<file path="config.mk">
export PLATFORM = sky130hd
export DESIGN_NAME = capture_scheduler
export DESIGN_NICKNAME = d
export VERILOG_FILES = /design/src/rtl/audio_pkg.sv /design/src/rtl/capture_scheduler_sync_edge.sv /design/src/rtl/capture_scheduler.sv
export SDC_FILE = /design/constraint.sdc
export NUM_CORES = 1
export LEC_CHECK = 0
export CELL_PAD_IN_SITES_DETAIL_PLACEMENT = 0
export CELL_PAD_IN_SITES_GLOBAL_PLACEMENT = 1
export CORE_AREA = 2 2 92 94
export CTS_BUF_LIST = sky130_fd_sc_hd__clkbuf_8
export DETAILED_ROUTE_END_ITERATION = 12
export DIE_AREA = 0 0 94 96
export GPL_ROUTABILITY_DRIVEN = 0
export PLACE_DENSITY = 0.92
export SYNTH_ARGS = -nofsm -noshare
export SYNTH_HDL_FRONTEND = slang
export SYNTH_SLANG_ARGS = --single-unit
</file>
<file path="constraint.sdc">
create_clock -name clk_25 -period 3.6 [get_ports clk_25]
set_clock_uncertainty 0.2 [all_clocks]
set_input_delay 0.54 -clock clk_25 [delete_from_list [all_inputs] [get_ports clk_25]]
set_output_delay 0.54 -clock clk_25 [all_outputs]
set_load 0.02 [all_outputs]
</file>
<file path="src/rtl/audio_pkg.sv">
`default_nettype none
// ============================================================================
//  Package     : audio_pkg
//  Description : Shared types and constants for the audio frame path.
//  Revision    : 1.0  initial release
// ============================================================================
package audio_pkg;

  typedef enum logic [2:0] {
    IDLE    = 3'd0,
    ARM     = 3'd1,
    WAIT_S  = 3'd2,
    WAIT_F  = 3'd3,
    PUBLISH = 3'd4,
    HOLD    = 3'd5,
    ERR     = 3'd6
  } sched_state_t;

  localparam int          FRAME_SAMPLES        = 16;
  localparam logic [19:0] DEFAULT_FRAME_PERIOD = 20'd416667;  // 60 Hz at 25 MHz

  // A frame is in progress in every state except the two resting states.
  function automatic logic sched_busy(input sched_state_t s);
    return (s != IDLE) && (s != ERR);
  endfunction

endpackage
`default_nettype wire

</file>
<file path="src/rtl/capture_scheduler_sync_edge.sv">
`default_nettype none
// ============================================================================
//  Module      : sync_edge
//  Description : N-flop synchronizer for a slow asynchronous flag, with
//                rise/fall detection on the synchronized value.
//  Revision    : 1.0  initial release
// ============================================================================
module sync_edge #(
  parameter int STAGES = 2
) (
  input  logic clk,
  input  logic rst_n,
  input  logic async_in,
  output logic sync_out,
  output logic rise,
  output logic fall
);

  logic [STAGES-1:0] chain_q;
  logic              prev_q;

  // Metastability chain plus one delayed copy of the settled value for edge detect.
  always_ff @(posedge clk or negedge rst_n) begin
    if (!rst_n) begin
      chain_q <= '0;
      prev_q  <= 1'b0;
    end else begin
      chain_q <= {chain_q[STAGES-2:0], async_in};
      prev_q  <= chain_q[STAGES-1];
    end
  end

  assign sync_out = chain_q[STAGES-1];
  assign rise     = sync_out & ~prev_q;
  assign fall     = ~sync_out & prev_q;

endmodule
`default_nettype wire

</file>
<file path="src/rtl/capture_scheduler.sv">
`default_nettype none
// ============================================================================
//  Module      : capture_scheduler
//  Description : Frame-level sequencer: arms the mic sampler, launches the
//                spectrum engine on sampler done, publishes one frame per
//                refresh tick. Timeouts park the block in ERR.
//  Revision    : 1.0  initial release
// ============================================================================
module capture_scheduler #(
  parameter int PERIOD_W = 20,
  parameter int SMP_TMO  = 4096,
  parameter int FFT_TMO  = 1024,
  parameter int TMO_W    = 16
) (
  input  logic                clk_25,
  input  logic                rst_n,
  input  logic                enable,
  input  logic [PERIOD_W-1:0] frame_period,
  output logic                smp_start,
  input  logic                smp_done,
  output logic                fft_start,
  input  logic                fft_done,
  output logic                frame_valid,
  output logic                busy,
  output logic                err_tmo,
  output logic [15:0]         frame_cnt
);

  import audio_pkg::*;

  localparam logic [TMO_W-1:0] SMP_LIM = TMO_W'(SMP_TMO - 1);
  localparam logic [TMO_W-1:0] FFT_LIM = TMO_W'(FFT_TMO - 1);

  sched_state_t        state_q, state_d;
  logic [PERIOD_W-1:0] refresh_q;
  logic [PERIOD_W-1:0] reload;
  logic                tick;
  logic [TMO_W-1:0]    tmo_q;
  logic                tmo_clr;
  logic                smp_start_q, smp_start_d;
  logic                fft_start_q, fft_start_d;
  logic                frame_valid_q, frame_valid_d;
  logic                err_q, err_d;
  logic                cnt_inc;
  logic [15:0]         frame_cnt_q;
  logic                done_s, done_rise;
  logic                unused_done_fall;

  sync_edge #(.STAGES(2)) u_done_sync (
    .clk      (clk_25),
    .rst_n    (rst_n),
    .async_in (smp_done),
    .sync_out (done_s),
    .rise     (done_rise),
    .fall     (unused_done_fall)
  );

  // Periods below 2 would tick every cycle or never reload sensibly; clamp to 2.
  assign reload = (frame_period < PERIOD_W'(2)) ? PERIOD_W'(1) : (frame_period - PERIOD_W'(1));
  assign tick   = (refresh_q == '0);

  // Refresh timer: parked at 0 while disabled so the first launch is immediate.
  always_ff @(posedge clk_25 or negedge rst_n) begin
    if (!rst_n)            refresh_q <= '0;
    else if (!enable)      refresh_q <= '0;
    else if (tick)         refresh_q <= reload;
    else                   refresh_q <= refresh_q - PERIOD_W'(1);
  end

  // Shared timeout counter, restarted on entry to each waiting state.
  always_ff @(posedge clk_25 or negedge rst_n) begin
    if (!rst_n)                                   tmo_q <= '0;
    else if (tmo_clr)                             tmo_q <= '0;
    else if (state_q == WAIT_S || state_q == WAIT_F) tmo_q <= tmo_q + TMO_W'(1);
  end

  // State and registered outputs; the sampler sees a glitch-free smp_start.
  always_ff @(posedge clk_25 or negedge rst_n) begin
    if (!rst_n) begin
      state_q       <= IDLE;
      smp_start_q   <= 1'b0;
      fft_start_q   <= 1'b0;
      frame_valid_q <= 1'b0;
      err_q         <= 1'b0;
    end else begin
      state_q       <= state_d;
      smp_start_q   <= smp_start_d;
      fft_start_q   <= fft_start_d;
      frame_valid_q <= frame_valid_d;
      err_q         <= err_d;
    end
  end

  // Published-frame counter, free to wrap.
  always_ff @(posedge clk_25 or negedge rst_n) begin
    if (!rst_n)       frame_cnt_q <= '0;
    else if (cnt_inc) frame_cnt_q <= frame_cnt_q + 16'd1;
  end

  // Next-state logic; done beats timeout in WAIT_S, and fft_done coinciding with
  // the fft_start pulse is ignored because the engine cannot have finished yet.
  always_comb begin
    state_d       = state_q;
    smp_start_d   = smp_start_q;
    fft_start_d   = 1'b0;
    frame_valid_d = 1'b0;
    err_d         = err_q;
    tmo_clr       = 1'b0;
    cnt_inc       = 1'b0;
    case (state_q)
      IDLE: begin
        if (!enable)   err_d   = 1'b0;
        else if (tick) state_d = ARM;
      end
      ARM: begin
        if (!done_s) begin
          smp_start_d = 1'b1;
          tmo_clr     = 1'b1;
          state_d     = WAIT_S;
        end
      end
      WAIT_S: begin
        if (done_rise) begin
          smp_start_d = 1'b0;
          fft_start_d = 1'b1;
          tmo_clr     = 1'b1;
          state_d     = WAIT_F;
        end else if (tmo_q == SMP_LIM) begin
          smp_start_d = 1'b0;
          err_d       = 1'b1;
          state_d     = ERR;
        end
      end
      WAIT_F: begin
        if (fft_done && !fft_start_q) begin
          frame_valid_d = 1'b1;
          cnt_inc       = 1'b1;
          state_d       = PUBLISH;
        end else if (tmo_q == FFT_LIM) begin
          err_d   = 1'b1;
          state_d = ERR;
        end
      end
      PUBLISH: state_d = HOLD;
      HOLD: begin
        if (tick) state_d = enable ? ARM : IDLE;
      end
      ERR: begin
        smp_start_d = 1'b0;
        if (!enable) begin
          err_d   = 1'b0;
          state_d = IDLE;
        end
      end
      default: state_d = IDLE;
    endcase
  end

  assign smp_start   = smp_start_q;
  assign fft_start   = fft_start_q;
  assign frame_valid = frame_valid_q;
  assign err_tmo     = err_q;
  assign busy        = sched_busy(state_q);
  assign frame_cnt   = frame_cnt_q;

endmodule
`default_nettype wire

</file>
==> results by group <==
Floorplan
  • # IOs: 46
  • Die width: 94 um
  • Initial Utilization: 46.4%
  • Die Footprint: 9020 um^2
  • # rows: 33
  • Core Region: 8050 um^2
  • Die height: 96 um

Clocking
  • Worst-case clock buffer depth: 2
  • CTS Buf Count: 9
  • Root Buffer: clkbuf_8
  • CTS tree: yes
  • Post-CTS sizing: 0
  • Clk sinks: 62
  • CTS clock-pin slew for the worst setup and hold paths: 70 ps
  • Post-CTS Setup Bufs: 0
  • Worst-skew pair later-pin latency: 340 ps
  • Number of H-tree levels: 3
  • Hold-fix buffers at CTS: 0

Timing
  • Tmin final: 2900 ps
  • Final Setup Violations: 0
  • Final Cycle Share: 80.6%
  • Final worst slack: 699 ps
  • Post-route setup TNS: 0 ps
  • Final hold slack: 127 ps
  • Unrepaired setup endpoints after global routing: no
  • Final Hold Vio Count: 0
  • Least-Margin Pin Slew: 836 ps
  • Fin. max-slew vios: 0
  • Slew headroom: 43.9%
  • FMAX: 345 MHz

Setup path
  • WP data required: 2860 ps
  • Largest delay share family, worst path: buffers and inverters
  • Worst Setup End Kind: primary output
  • Setup Crit Path Kind: flip-flop to primary output
  • Max incr delay on CP: 600 ps
  • Crit path launch type: flip-flop
  • Slowest stage cell, crit path: clkdlybuf4s50_1
  • Worst-path cell chain: inv_2 > nor2_2 > or3_1 > clkdlybuf4s50_1
  • Worst Path Max Fanout: 11
  • WP data arrival: 2160 ps
  • Worst Path Buf+Inv: 2

Run
  • Max-Cap Viols: 0

Outcome
  • Status: finished, final reports clean

Global route
  • Global Route met1 Usage: 24.7%
  • Met3 Usage GRT: 4.78%
  • GR Util met2: 31.2%
  • Initial antenna violation count: 0
  • Pin count of the biggest net entering global routing: 63
  • Total GRT Usage: 19.3%
  • Global-route wire length before repair: 13,600 um
  • Most used routing layer: met2
  • Vias in the first global route: 2,936
  • Global route overflow: 0

Placement
  • I/O Buffers: 45
  • Setup slack at placement: 474 ps
  • Dpl hpwl: 5720 um

Route
  • DR iter-0 viols: 140
  • Drt total wl: 7860 um
  • DR vias: 2,983
  • 1st-pass router iterations: 4
  • Vias per inst: 5.47
  • Wire per inst: 14.4 um
  • Routed Antenna Nets: 0
  • DRC viols: 0

Power
  • Tot Pwr: 3.04 mW
  • Int Pwr: 1.88 mW
  • Comb power frac: 43.2%
  • VDD IR-drop max: 0.000302 V
  • Clk pwr share: 22.3%
  • Leak: 1.82 nW
  • Sequential power share: 34.5%
  • Sw frac: 38.2%
  • Net Switching: 1.16 mW
  • PD cells: 675 nW/um^2

Finish
  • Layout cells sized above 1: 10.0%
  • Footprint of the multi-input gates: 2080 um^2
  • Total Nets Final: 465
  • Flip-flop and latch area: 1550 um^2
  • Number of fillers in the final layout: 743
  • ANT cells: 0
  • Area growth syn-to-layout: 20.7%

Synth
  • Most common cell in the netlist: dfrtp_1
  • Post-synth ARST share: 100%
  • Combinational family with the most area after synthesis: simple AND/OR/NAND/NOR gates
  • Mux cell area share after synthesis: 0.971%
  • Post-synthesis cell count: 386
  • Post-synth EDFFs: 0
  • Simple-Gate Fraction of Synth Area: 26.5%
  • Post-Syn Area: 3740 um^2
  • Syn Area/Cell: 9.68 um^2
  • Top cells by instance count after synthesis: dfrtp_1, nor2_1, xor2_1
  • Cell taking the most area after synthesis: dfrtp_1
  • Synth top area cells: dfrtp_1, xor2_1, xnor2_1
  • Yosys warns: 0
  • Post-synthesis sequential area ratio: 41.5%
  • Syn_nets: 416
  • Post-synthesis adder-cell area fraction: 1.67%
  • Post-synth top area share: 41.5%
  • Yosys reg bits: 62
  • Post-synthesis xor/xnor area fraction: 13.1%
  • Netlist cell types: 66
  • Top FF cell, synth: dfrtp_1
  • Synth Area in Compound Gates: 13.3%

Worst hold path
  • Hold Path Class: input port to asynchronous set/reset pin
[logic make-up (layout without fill, tap and decap cells)]
family          count (synthesis)  count (layout)
simple gates                  175             175
xor+xnor                       56              56
compound gates                 61              61
flops                          62              62
fa+ha+maj                       5               5
mux                             3               3
buf+inv                        24              78
[power groups by stage]
stage	logic, mW	registers [mW]	clock network [mW]
after floorplan	1.01	1.03	0
after global placement	1.29	1.05	0
after detailed placement	1.32	1.06	0
after CTS	1.32	1.05	0.700
after global routing	1.48	1.08	0.728
final	1.31	1.05	0.678
[worst register-to-register path, stage by stage, from the launching register on]
cell	delay, ps
dfrtp_1	410
inv_1	110
ha_1	160
nor4b_1	330
and4b_4	330
a211oi_2	90
or4_4	560
mux2_4	310
[layout make-up]
class / instances / share of cell area, %
clock buffer: 10 / 3.05
clock inverter: 6 / 1.89
inverter: 12 / 0.999
multi-input combinational: 300 / 46.0
sequential: 62 / 34.4
tap: 105 / 2.91
timing repair buffer: 50 / 10.7
[cell usage in the layout, fill, tap and decap left out, types with 10 or more instances in the layout]
cell type         n
dfrtp_1          62
nor2_1           45
clkdlybuf4s50_1  44
xor2_1           29
nand2_1          28
xnor2_1          27
nor3_1           15
nand3_1          12
inv_1            11
nor4_1           10
nand4_1          10
o22a_1           10
clkbuf_8         10
[registers in the layout, indices dropped and copies added, names as in the netlist, 2 cells and up]
signal               count
refresh_q               20
frame_cnt               16
tmo_q                   16
state_q                  3
u_done_sync.chain_q      2
[path summary, 6_finish.rpt]
| check | end | slack, ps | cells past startpoint | startpoint |
|---|---|---|---|---|
| setup reg to reg | state_q[0]$_DFFE_PN0P_ | 980 | 7 | refresh_q[0]$_DFF_PN0_ |
| hold reg to reg | u_done_sync.chain_q[1]$_DFF_PN0_ | 140 | 0 | u_done_sync.chain_q[0]$_DFF_PN0_ |
| hold / removal | frame_cnt[6]$_DFFE_PN0P_ | 130 | 2 | rst_n |
| setup / recovery | busy | 700 | 4 | state_q[1]$_DFFE_PN0P_ |
| min in group clk_25 | u_done_sync.chain_q[1]$_DFF_PN0_ | 140 | 0 | u_done_sync.chain_q[0]$_DFF_PN0_ |
| max in group asynchronous | tmo_q[4]$_DFFE_PN0P_ | 2520 | 2 | rst_n |
[per-stage QoR]
stage                     utilization, %  instance area, um^2  cells
after global routing                56.0                 4510    545
after global placement              53.2                 4290    529
after detailed placement            53.2                 4290    529
after CTS                           56.0                 4510    545
final                               56.0                 4510    545
after floorplan                        -                 3740    386
[layer usage]
| layer | wire [um] | vias to the layer above |
|---|---|---|
| li1 | - | 1499 |
| met1 | 3560 | 1421 |
| met2 | 3810 | 45 |
| met3 | 299 | 18 |
| met4 | 189 | 0 |
| met5 | 0 | - |
(Power assumes the default switching activity.)
